<file path="src/rtl/cfg_pkt_loader.sv">
// UM configuration packet generator: SEL=1, firmware write-program packets, SEL=0.
// Optional macro CFG_READBACK_EN adds a 9004 read-program pass plus a readback word counter.
module cfg_pkt_loader #(
    parameter int ADDR_W        = 16,
    parameter int WORDS_PER_PKT = 256,
    parameter int GAP_CYCLES    = 128,
    parameter int MAX_INSTR     = 20000
) (
    input  logic              clk,
    input  logic              rst_n,
    input  logic              start,
    input  logic [ADDR_W-1:0] instr_num,
    output logic              busy,
    output logic              done,
    output logic              mem_rd,
    output logic [ADDR_W-1:0] mem_addr,
    input  logic [31:0]       mem_rdata,
    output logic              pkt_out_valid,
    output logic [133:0]      pkt_out,
    input  logic              pkt_out_ready
`ifdef CFG_READBACK_EN
    ,
    input  logic              pkt_in_valid,
    input  logic [133:0]      pkt_in,
    output logic [ADDR_W-1:0] rb_words
`endif
);

    localparam logic [1:0]        TAG_HEAD = 2'b01;
    localparam logic [1:0]        TAG_BODY = 2'b00;
    localparam logic [1:0]        TAG_TAIL = 2'b10;
    localparam int                GW       = $clog2(GAP_CYCLES + 2);
    localparam logic [GW-1:0]     GAP_L    = GW'(GAP_CYCLES);
    localparam logic [ADDR_W:0]   WPP_L    = (ADDR_W + 1)'(WORDS_PER_PKT);
    localparam logic [ADDR_W:0]   ONE_L    = (ADDR_W + 1)'(1);
    localparam logic [ADDR_W-1:0] MAX_L    = ADDR_W'(MAX_INSTR);

    typedef enum logic [2:0] {
        S_IDLE, S_SEL1, S_GAP, S_PROG_BODY, S_RB_BODY, S_SEL0, S_DONE
    } state_t;

    typedef enum logic [1:0] {K_PROG, K_RB, K_SEL0} kind_t;

    function automatic logic [133:0] head_word(input logic [15:0] pkt_type);
        return {TAG_HEAD, 4'hf, 96'h1111_2222_3333_4444_5555_6666, pkt_type, 16'h0000};
    endfunction

    function automatic logic [133:0] sel_word(input logic [1:0] idx, input logic set);
        logic [133:0] w;
        w = {TAG_BODY, 4'hf, 128'h0};
        case (idx)
            2'd0:    w = head_word(16'h9001);
            2'd1:    w = {TAG_BODY, 4'hf, (set ? 128'h1_0000 : 128'h0)};
            2'd3:    w = {TAG_TAIL, 4'hf, 128'h0};
            default: w = {TAG_BODY, 4'hf, 128'h0};
        endcase
        return w;
    endfunction

    function automatic logic [133:0] body_word(input logic [31:0] instr,
                                               input logic [ADDR_W-1:0] addr,
                                               input logic last);
        return {(last ? TAG_TAIL : TAG_BODY), 4'hf, 48'h0, instr, 16'h0, 16'(addr), 16'h0};
    endfunction

    state_t              r_state, w_next_state;
    kind_t               r_next;
    logic [ADDR_W-1:0]   r_n;
    logic [ADDR_W-1:0]   r_out_addr;
    logic [ADDR_W:0]     r_pkt_left;
    logic [GW-1:0]       r_gap_cnt;
    logic [1:0]          r_widx;
    logic                r_tail_sent;
    logic                r_valid;
    logic [133:0]        r_pkt;
    logic [ADDR_W-1:0]   r_rd_cnt;
    logic [ADDR_W-1:0]   r_mem_addr;
    logic                r_inflight;
    logic [31:0]         r_fifo [2];
    logic                r_wptr, r_rptr;
    logic [1:0]          r_fifo_cnt;

    logic                w_adv, w_load, w_pop, w_last, w_more, w_rd, w_start;
    logic [133:0]        w_word;
    logic [1:0]          w_occ;
    logic [ADDR_W:0]     w_remain;

    assign w_adv    = !r_valid || pkt_out_ready;
    assign w_last   = (r_pkt_left == ONE_L);
    assign w_more   = ({1'b0, r_out_addr} + ONE_L) < {1'b0, r_n};
    assign w_remain = {1'b0, r_n} - {1'b0, r_out_addr};
    assign w_start  = (r_state == S_IDLE) && start;
    assign w_occ    = r_fifo_cnt + {1'b0, r_inflight};

    // Prefetch keeps at most two words in flight or buffered, so the skid FIFO never overflows.
    assign w_rd = (r_state != S_IDLE) && (r_state != S_DONE) && (r_rd_cnt < r_n) &&
                  ((w_occ < 2'd2) || ((w_occ == 2'd2) && w_pop));

    assign mem_rd        = w_rd;
    assign mem_addr      = r_mem_addr;
    assign pkt_out_valid = r_valid;
    assign pkt_out       = r_pkt;

    // NOTE: sequential state uses non-blocking assignments so every flop samples pre-edge values.
    always_ff @(posedge clk or negedge rst_n) begin
        if (!rst_n) r_state <= S_IDLE;
        else        r_state <= w_next_state;
    end

    // NOTE: every combinational output gets a default first so no latch is inferred.
    always_comb begin
        w_next_state = r_state;
        unique case (r_state)
            S_IDLE:      if (start) w_next_state = S_SEL1;
            S_SEL1:      if (w_adv && r_widx == 2'd3) w_next_state = S_GAP;
            S_GAP: begin
                if (w_adv && r_gap_cnt == GAP_L) begin
                    unique case (r_next)
                        K_PROG:  w_next_state = S_PROG_BODY;
                        K_RB:    w_next_state = S_RB_BODY;
                        default: w_next_state = S_SEL0;
                    endcase
                end
            end
            S_PROG_BODY: if (w_adv && r_fifo_cnt != 2'd0 && w_last) w_next_state = S_GAP;
            S_RB_BODY:   if (w_adv && w_last) w_next_state = S_GAP;
            S_SEL0:      if (w_adv && r_tail_sent) w_next_state = S_DONE;
            S_DONE:      w_next_state = S_IDLE;
            default:     w_next_state = S_IDLE;
        endcase
    end

    always_comb begin
        w_load = 1'b0;
        w_pop  = 1'b0;
        w_word = '0;
        busy   = (r_state != S_IDLE);
        done   = (r_state == S_DONE);
        unique case (r_state)
            S_SEL1: begin
                w_load = w_adv;
                w_word = sel_word(r_widx, 1'b1);
            end
            S_GAP: begin
                w_load = w_adv && (r_gap_cnt == GAP_L);
                unique case (r_next)
                    K_PROG:  w_word = head_word(16'h9003);
                    K_RB:    w_word = head_word(16'h9004);
                    default: w_word = head_word(16'h9001);
                endcase
            end
            S_PROG_BODY: begin
                w_load = w_adv && (r_fifo_cnt != 2'd0);
                w_pop  = w_load;
                w_word = body_word(r_fifo[r_rptr], r_out_addr, w_last);
            end
            S_RB_BODY: begin
                w_load = w_adv;
                w_word = body_word(32'h0, r_out_addr, w_last);
            end
            S_SEL0: begin
                w_load = w_adv && !r_tail_sent;
                w_word = sel_word(r_widx, 1'b0);
            end
            default: ;
        endcase
    end

    always_ff @(posedge clk or negedge rst_n) begin
        if (!rst_n) begin
            r_valid     <= 1'b0;
            r_pkt       <= '0;
            r_next      <= K_SEL0;
            r_n         <= '0;
            r_out_addr  <= '0;
            r_pkt_left  <= '0;
            r_gap_cnt   <= '0;
            r_widx      <= '0;
            r_tail_sent <= 1'b0;
        end else begin
            if (w_load) begin
                r_valid <= 1'b1;
                r_pkt   <= w_word;
            end else if (pkt_out_ready) begin
                r_valid <= 1'b0;
            end

            if (w_start) begin
                r_n         <= (instr_num > MAX_L) ? MAX_L : instr_num;
                r_out_addr  <= '0;
                r_widx      <= '0;
                r_tail_sent <= 1'b0;
            end

            unique case (r_state)
                S_SEL1: if (w_load) begin
                    r_widx <= r_widx + 2'd1;
                    if (r_widx == 2'd3) begin
                        r_gap_cnt <= '0;
                        r_next    <= (r_n != '0) ? K_PROG : K_SEL0;
                    end
                end
                S_GAP: begin
                    if (w_load) begin
                        r_pkt_left  <= (w_remain < WPP_L) ? w_remain : WPP_L;
                        r_widx      <= 2'd1;
                        r_tail_sent <= 1'b0;
                    end else if (w_adv && r_gap_cnt != GAP_L) begin
                        r_gap_cnt <= r_gap_cnt + 1'b1;
                    end
                end
                S_PROG_BODY: if (w_load) begin
                    r_out_addr <= r_out_addr + 1'b1;
                    r_pkt_left <= r_pkt_left - ONE_L;
                    if (w_last) begin
                        r_gap_cnt <= '0;
                        if (w_more) begin
                            r_next <= K_PROG;
                        end else begin
`ifdef CFG_READBACK_EN
                            r_next     <= K_RB;
                            r_out_addr <= '0;
`else
                            r_next     <= K_SEL0;
`endif
                        end
                    end
                end
                S_RB_BODY: if (w_load) begin
                    r_out_addr <= r_out_addr + 1'b1;
                    r_pkt_left <= r_pkt_left - ONE_L;
                    if (w_last) begin
                        r_gap_cnt <= '0;
                        r_next    <= w_more ? K_RB : K_SEL0;
                    end
                end
                S_SEL0: if (w_load) begin
                    r_widx <= r_widx + 2'd1;
                    if (r_widx == 2'd3) r_tail_sent <= 1'b1;
                end
                default: ;
            endcase
        end
    end

    // Read side: one read per cycle at most; data returns one cycle later into the skid FIFO.
    always_ff @(posedge clk or negedge rst_n) begin
        if (!rst_n) begin
            r_rd_cnt   <= '0;
            r_mem_addr <= '0;
            r_inflight <= 1'b0;
            r_wptr     <= 1'b0;
            r_rptr     <= 1'b0;
            r_fifo_cnt <= '0;
        end else begin
            r_inflight <= w_rd;
            if (w_start) begin
                r_rd_cnt   <= '0;
                r_mem_addr <= '0;
            end else if (w_rd) begin
                r_rd_cnt <= r_rd_cnt + 1'b1;
                if (({1'b0, r_rd_cnt} + ONE_L) < {1'b0, r_n}) r_mem_addr <= r_mem_addr + 1'b1;
            end
            if (r_inflight) r_wptr <= ~r_wptr;
            if (w_pop)      r_rptr <= ~r_rptr;
            r_fifo_cnt <= r_fifo_cnt + {1'b0, r_inflight} - {1'b0, w_pop};
        end
    end

    // NOTE: FIFO storage has no reset; the count guards it, so stale contents are never read.
    always_ff @(posedge clk) begin
        if (r_inflight) r_fifo[r_wptr] <= mem_rdata;
    end

`ifdef CFG_READBACK_EN
    logic              r_rx_in_rb;
    logic [ADDR_W-1:0] r_rb_words;

    always_ff @(posedge clk or negedge rst_n) begin
        if (!rst_n) begin
            r_rx_in_rb <= 1'b0;
            r_rb_words <= '0;
        end else if (w_start) begin
            r_rx_in_rb <= 1'b0;
            r_rb_words <= '0;
        end else if (pkt_in_valid) begin
            if (pkt_in[133:132] == TAG_HEAD) begin
                r_rx_in_rb <= (pkt_in[31:16] == 16'h9004);
            end else if (r_rx_in_rb) begin
                r_rb_words <= r_rb_words + 1'b1;
                if (pkt_in[133:132] == TAG_TAIL) r_rx_in_rb <= 1'b0;
            end
        end
    end

    assign rb_words = r_rb_words;
`endif

endmodule
</file>
<file path="config.mk">
export PLATFORM = sky130hd
export DESIGN_NAME = cfg_pkt_loader
export DESIGN_NICKNAME = d
export VERILOG_FILES = /design/src/rtl/cfg_pkt_loader.sv
export SDC_FILE = /design/constraint.sdc
export NUM_CORES = 1
export LEC_CHECK = 0
export CAP_MARGIN = 25
export CORE_MARGIN = 2
export CORE_UTILIZATION = 40
export CTS_BUF_LIST = sky130_fd_sc_hd__clkbuf_4 sky130_fd_sc_hd__clkbuf_8
export CTS_CLUSTER_SIZE = 30
export DETAILED_ROUTE_END_ITERATION = 8
export GPL_TIMING_DRIVEN = 1
export SLEW_MARGIN = 5
export SYNTH_ARGS = -nofsm -noshare
export SYNTH_HDL_FRONTEND = slang
export SYNTH_SLANG_ARGS = --single-unit
</file>
<file path="constraint.sdc">
create_clock -name clk -period 5.1 [get_ports clk]
set_clock_uncertainty 0.05 [all_clocks]
set_input_delay 1.02 -clock clk [delete_from_list [all_inputs] [get_ports clk]]
set_output_delay 1.02 -clock clk [all_outputs]
set_load 0.005 [all_outputs]
</file>
==> flow_results.org <==
** Clocking
- CTS Buf Count :: 39
- TritonCTS built the clock tree.
- Cell chosen for the clock root :: sky130_fd_sc_hd__clkbuf_8
- Worst-case clock buffer depth :: 3
- After clock tree synthesis, the clock-pin slew on the worst setup and hold paths is 0.06 ns.
- Post-CTS setup buffer count :: 0
- Number of H-tree branching levels :: 2
- Clock tree synthesis found a total of 218 sinks.
- # resized after CTS :: 0
- The number of hold buffers added after CTS was 0.
- For the worst-skew pair, the clock arrives at the later sink with an insertion delay of 0.54 ns.

** Floorplan
- I/O pin cnt :: 206
- Core Rows :: 64
- The floorplan step set the die width to 181.1 microns.
- The die is 181.1 microns tall.
- Placeable core area :: 30,750 sq um
- Die outline area :: 32,790 sq um
- Starting density of the core :: 40.79%

** Timing
- Timing-limited maximum frequency :: 225.0 MHz
- Time the worst path needs with I/O delays and setup :: 4.445 ns
- At the pin with the least slew margin, the transition time is 0.9137 ns.
- Setup repair after global routing left no endpoint under its margin.
- Final number of hold-violating endpoints :: 0
- The max-slew violation total from the final report is 0.
- # setup viols final :: 0
- Worst max-slew margin expressed relative to the limit :: 39.09%
- Final period util :: 87.15%
- Final sum of negative setup slack :: 0 ns

** Layout
- Of the cells placed in the final design, the portion with a size suffix greater than 1 is 7.606%.
- For this run, the post-layout net count is 1,521.
- # fillers :: 2,908
- The sequential cells in the finished layout cover a total of 5778 sq um.
- The multi-input combinational cells in the finished layout cover a total of 5889 sq um.
- Antenna diodes :: 0
- The area growth from synthesis to layout is 18.23%.
- For this run, the share of the core covered by cells in the final layout is 48.22%.
- After routing the design area is 14,830 sq um.

** Critical path
- The largest individual stage delay along the critical path comes from the cell sky130_fd_sc_hd__clkdlybuf4s50_1.
- Slowest stage delay, CP :: 0.51 ns
- In this run the worst path has a maximum fanout of 23.
- By startpoint and endpoint, the worst setup path is classified as reg2out.
- Data arrival time of the worst path :: 3.37 ns
- STA classifies the critical path startpoint as a flip-flop.
- On the critical path the largest part of the delay comes from compound AO/OA/AOI/OAI gates.
- Worst path required time :: 4.03 ns
- Crit path buf inv count :: 3
- Walking the worst path, the cells encountered are inv_1 -> ha_1 -> a21o_1 -> a211o_1 -> a2111oi_2 -> o21ai_0 -> a31o_2 -> inv_1 -> clkdlybuf4s50_1.
- Crit. End Element :: output pin
- Crit path top cell by count :: sky130_fd_sc_hd__inv_1

** Pwr
- Internal power of the cells :: 4.382 mW
- In this run, the clock network consumes 24.1% of the power.
- Sequential group share of total power :: 38.1%
- Power spent charging and discharging nets :: 2.521 mW
- Power per cell area :: 465.5 nW/um^2
- In this run, the combinational gates consume 37.8% of the power.
- In this run the static leakage power is 6.491 nW.
- VDD sags by at most 425.2 uV.
- Net switching is 36.52% of the power.

** Yosys
- The biggest area contributor in the post-synthesis netlist is sky130_fd_sc_hd__dfrtp_1.
- Count of different cell masters after synthesis :: 72
- For this run, the leading register cell type out of synthesis is sky130_fd_sc_hd__dfrtp_1.
- Share of async-settable or async-resettable flops after synthesis :: 70.64%
- The average instance in the mapped netlist occupies 9.868 sq um.
- Synth top area share :: 30.53%
- Of the synthesized area, sequential elements account for 46.06%.
- Gate count after technology mapping :: 1,271
- Most repeated cell in the gate-level netlist after synthesis :: sky130_fd_sc_hd__dfrtp_1
- Biggest area contributors in the synthesized netlist :: sky130_fd_sc_hd__dfrtp_1 (31%), sky130_fd_sc_hd__edfxtp_1 (15%), sky130_fd_sc_hd__ha_1 (7.6%)
- Counting flops with a built-in enable in the synthesized netlist gives 64.
- For this run, the number of Yosys warnings is 0.
- The synthesized design contains 218 register bits.
- Counting instances in the post-synthesis netlist gives the leading cell types as sky130_fd_sc_hd__dfrtp_1 (153), sky130_fd_sc_hd__nand2_1 (123), sky130_fd_sc_hd__o21ai_0 (88), sky130_fd_sc_hd__buf_4 (84), sky130_fd_sc_hd__ha_1 (76).
- Cell Area, Synth :: 12,540 sq um

** Routing
- Dividing the detail-routed via count by the number of cells gives 5.360.
- 1st-pass router iterations :: 5
- For this run, design rule violations remaining after detail routing come to 0.
- For this block, the initial DRC count from the detailed router was 664.
- Detailed-route wire length per cell :: 17.19 microns
- DRT antenna net count :: 0
- Via count :: 9,734
- Summed over all layers, the routed wires come to 31,220 microns.

** Global route
- The global routing stage identified its most utilized layer as met2.
- The number of antenna violations at the first check in global routing was 0.
- Global-route wire length before repair :: 49,580 microns
- Global-route met3 utilization :: 3.286%
- Largest net degree at the start of global routing :: 92
- For met2 alone, demand over resource in global routing was 29.63%.
- For this run the aggregate overflow at the end of global routing stands at 0.
- Global routing consumed, on the met1 layer, 26.61% of the routing resources.
- Vias in the first global route :: 9,019
- Total routing resource utilization after global routing :: 18.78%

** Placement
- Summing all placed instances gives a cell area of 14,020 sq um.
- HPWL Detailed :: 21,790 microns
- Input and output buffers added on the ports amount to 149.
- Gpl congestion :: 0.8904

** Job
- Max-capacitance violation count :: 0

** Worst hold path
- Path type of the worst min-delay path :: reg2reg

** Outcome
- Status :: finished, final reports clean
## worst reg2reg max path, cell delays in order (launching register included)
cell and delay, ns:
sky130_fd_sc_hd__dfrtp_1 0.44, sky130_fd_sc_hd__ha_1 0.29, sky130_fd_sc_hd__and3_1 0.26, sky130_fd_sc_hd__and3_1 0.31
sky130_fd_sc_hd__and3_1 0.22, sky130_fd_sc_hd__nand3_1 0.10, sky130_fd_sc_hd__xnor2_1 0.20, sky130_fd_sc_hd__ha_1 0.28
sky130_fd_sc_hd__a21o_1 0.16, sky130_fd_sc_hd__a21oi_1 0.12, sky130_fd_sc_hd__o21ai_0 0.09, sky130_fd_sc_hd__a211o_1 0.57
sky130_fd_sc_hd__or4_1 0.57, sky130_fd_sc_hd__a21oi_1 0.16
## cells in the final DEF, fill, tap and decap left out, types with 9 or more instances in the layout
cell / synthesis / layout
sky130_fd_sc_hd__a21o_1: 18 / 18
sky130_fd_sc_hd__a21oi_1: 48 / 48
sky130_fd_sc_hd__and3_1: 24 / 23
sky130_fd_sc_hd__buf_4: 84 / 17
sky130_fd_sc_hd__clkbuf_4: 0 / 16
sky130_fd_sc_hd__clkbuf_8: 0 / 46
sky130_fd_sc_hd__clkdlybuf4s50_1: 0 / 148
sky130_fd_sc_hd__conb_1: 1 / 56
sky130_fd_sc_hd__dfrtp_1: 153 / 152
sky130_fd_sc_hd__edfxtp_1: 64 / 64
sky130_fd_sc_hd__ha_1: 76 / 76
sky130_fd_sc_hd__inv_1: 62 / 62
sky130_fd_sc_hd__mux2i_1: 40 / 40
sky130_fd_sc_hd__nand2_1: 123 / 123
sky130_fd_sc_hd__nand2b_1: 18 / 18
sky130_fd_sc_hd__nand3_1: 40 / 40
sky130_fd_sc_hd__nand4_1: 17 / 17
sky130_fd_sc_hd__nor2_1: 66 / 65
sky130_fd_sc_hd__nor2b_1: 10 / 9
sky130_fd_sc_hd__nor3_1: 22 / 22
sky130_fd_sc_hd__nor4_1: 11 / 11
sky130_fd_sc_hd__o211ai_1: 24 / 24
sky130_fd_sc_hd__o21a_1: 20 / 20
sky130_fd_sc_hd__o21ai_0: 88 / 88
sky130_fd_sc_hd__o31ai_1: 54 / 54
sky130_fd_sc_hd__or3_1: 9 / 9
sky130_fd_sc_hd__xnor2_1: 29 / 29
sky130_fd_sc_hd__xor2_1: 17 / 17
## power groups by stage
stage | logic [mW] | clock network, mW | registers, mW
6_report | 2.61 | 1.66 | 2.63
5_1_grt | 2.91 | 1.80 | 2.70
4_1_cts | 2.57 | 1.71 | 2.70
3_5_place_dp | 2.56 | 0 | 2.73
3_3_place_gp | 2.53 | 0 | 2.71
2_1_floorplan | 1.75 | 0 | 2.60
## sequential cells by signal, summed over array words and instances (netlist names), 2 cells and up
register / cells
mem_addr: 16
pkt_out: 51
r_fifo: 64
r_fifo_cnt: 2
r_gap_cnt: 8
r_n: 16
r_next: 2
r_out_addr: 16
r_pkt_left: 17
r_rd_cnt: 16
r_state: 3
r_widx: 2
## layer usage
metal / part of all wire (%) / vias to the layer above
met4: 2.0 / 0
met1: 46 / 4692
met3: 6.0 / 44
met5: 0 / -
met2: 46 / 303
li1: - / 4695
## cell type report
class                      instances  share of cell area [%]
multi-input combinational        904                   39.72
tap                              396                   3.341
clock buffer                      62                   5.080
sequential                       218                   38.97
timing repair buffer             167                   11.06
inverter                          62                   1.569
clock inverter                     7                  0.2616
## kinds of logic after synthesis
logic type               synth area share [%]
other                                 0.02990
XOR/XNOR                                3.212
multiplexers                            3.372
AO/OA/AOI/OAI                           15.99
flip-flops                              46.06
AND/OR/NAND/NOR                         14.91
adder cells (fa/ha/maj)                 7.741
buffers and inverters                   8.679
## metrics by stage
stage          std cells  power [mW]  setup WS (ns)  hold slack, ns
2_1_floorplan       1326       4.358          1.735          0.4016
3_3_place_gp        1746       5.242         0.7728          0.4113
3_5_place_dp        1746       5.289         0.7585          0.4161
4_1_cts             1815       6.978         0.6411          0.4292
5_1_grt             1816       7.405         0.4157          0.4457
6_report            1816       6.903         0.6554          0.4253
## final timing paths
check                                   startpoint                  endpoint  slack, ns  cells past startpoint
setup / recovery                r_n[9]$_DFFE_PN0P_                    mem_rd       0.66                      9
hold / removal             pkt_out[76]$_DFFE_PN0P_   pkt_out[76]$_DFFE_PN0P_       0.43                      2
setup reg to reg           r_rd_cnt[0]$_DFFE_PN0P_   mem_addr[9]$_DFFE_PN0P_       1.19                     13
hold reg to reg            pkt_out[76]$_DFFE_PN0P_   pkt_out[76]$_DFFE_PN0P_       0.43                      2
max in group asynchronous                    rst_n  mem_addr[11]$_DFFE_PN0P_       3.45                      2
min in group asynchronous                    rst_n   mem_addr[1]$_DFFE_PN0P_       0.52                      1
Power figures use the tool's default switching activity.
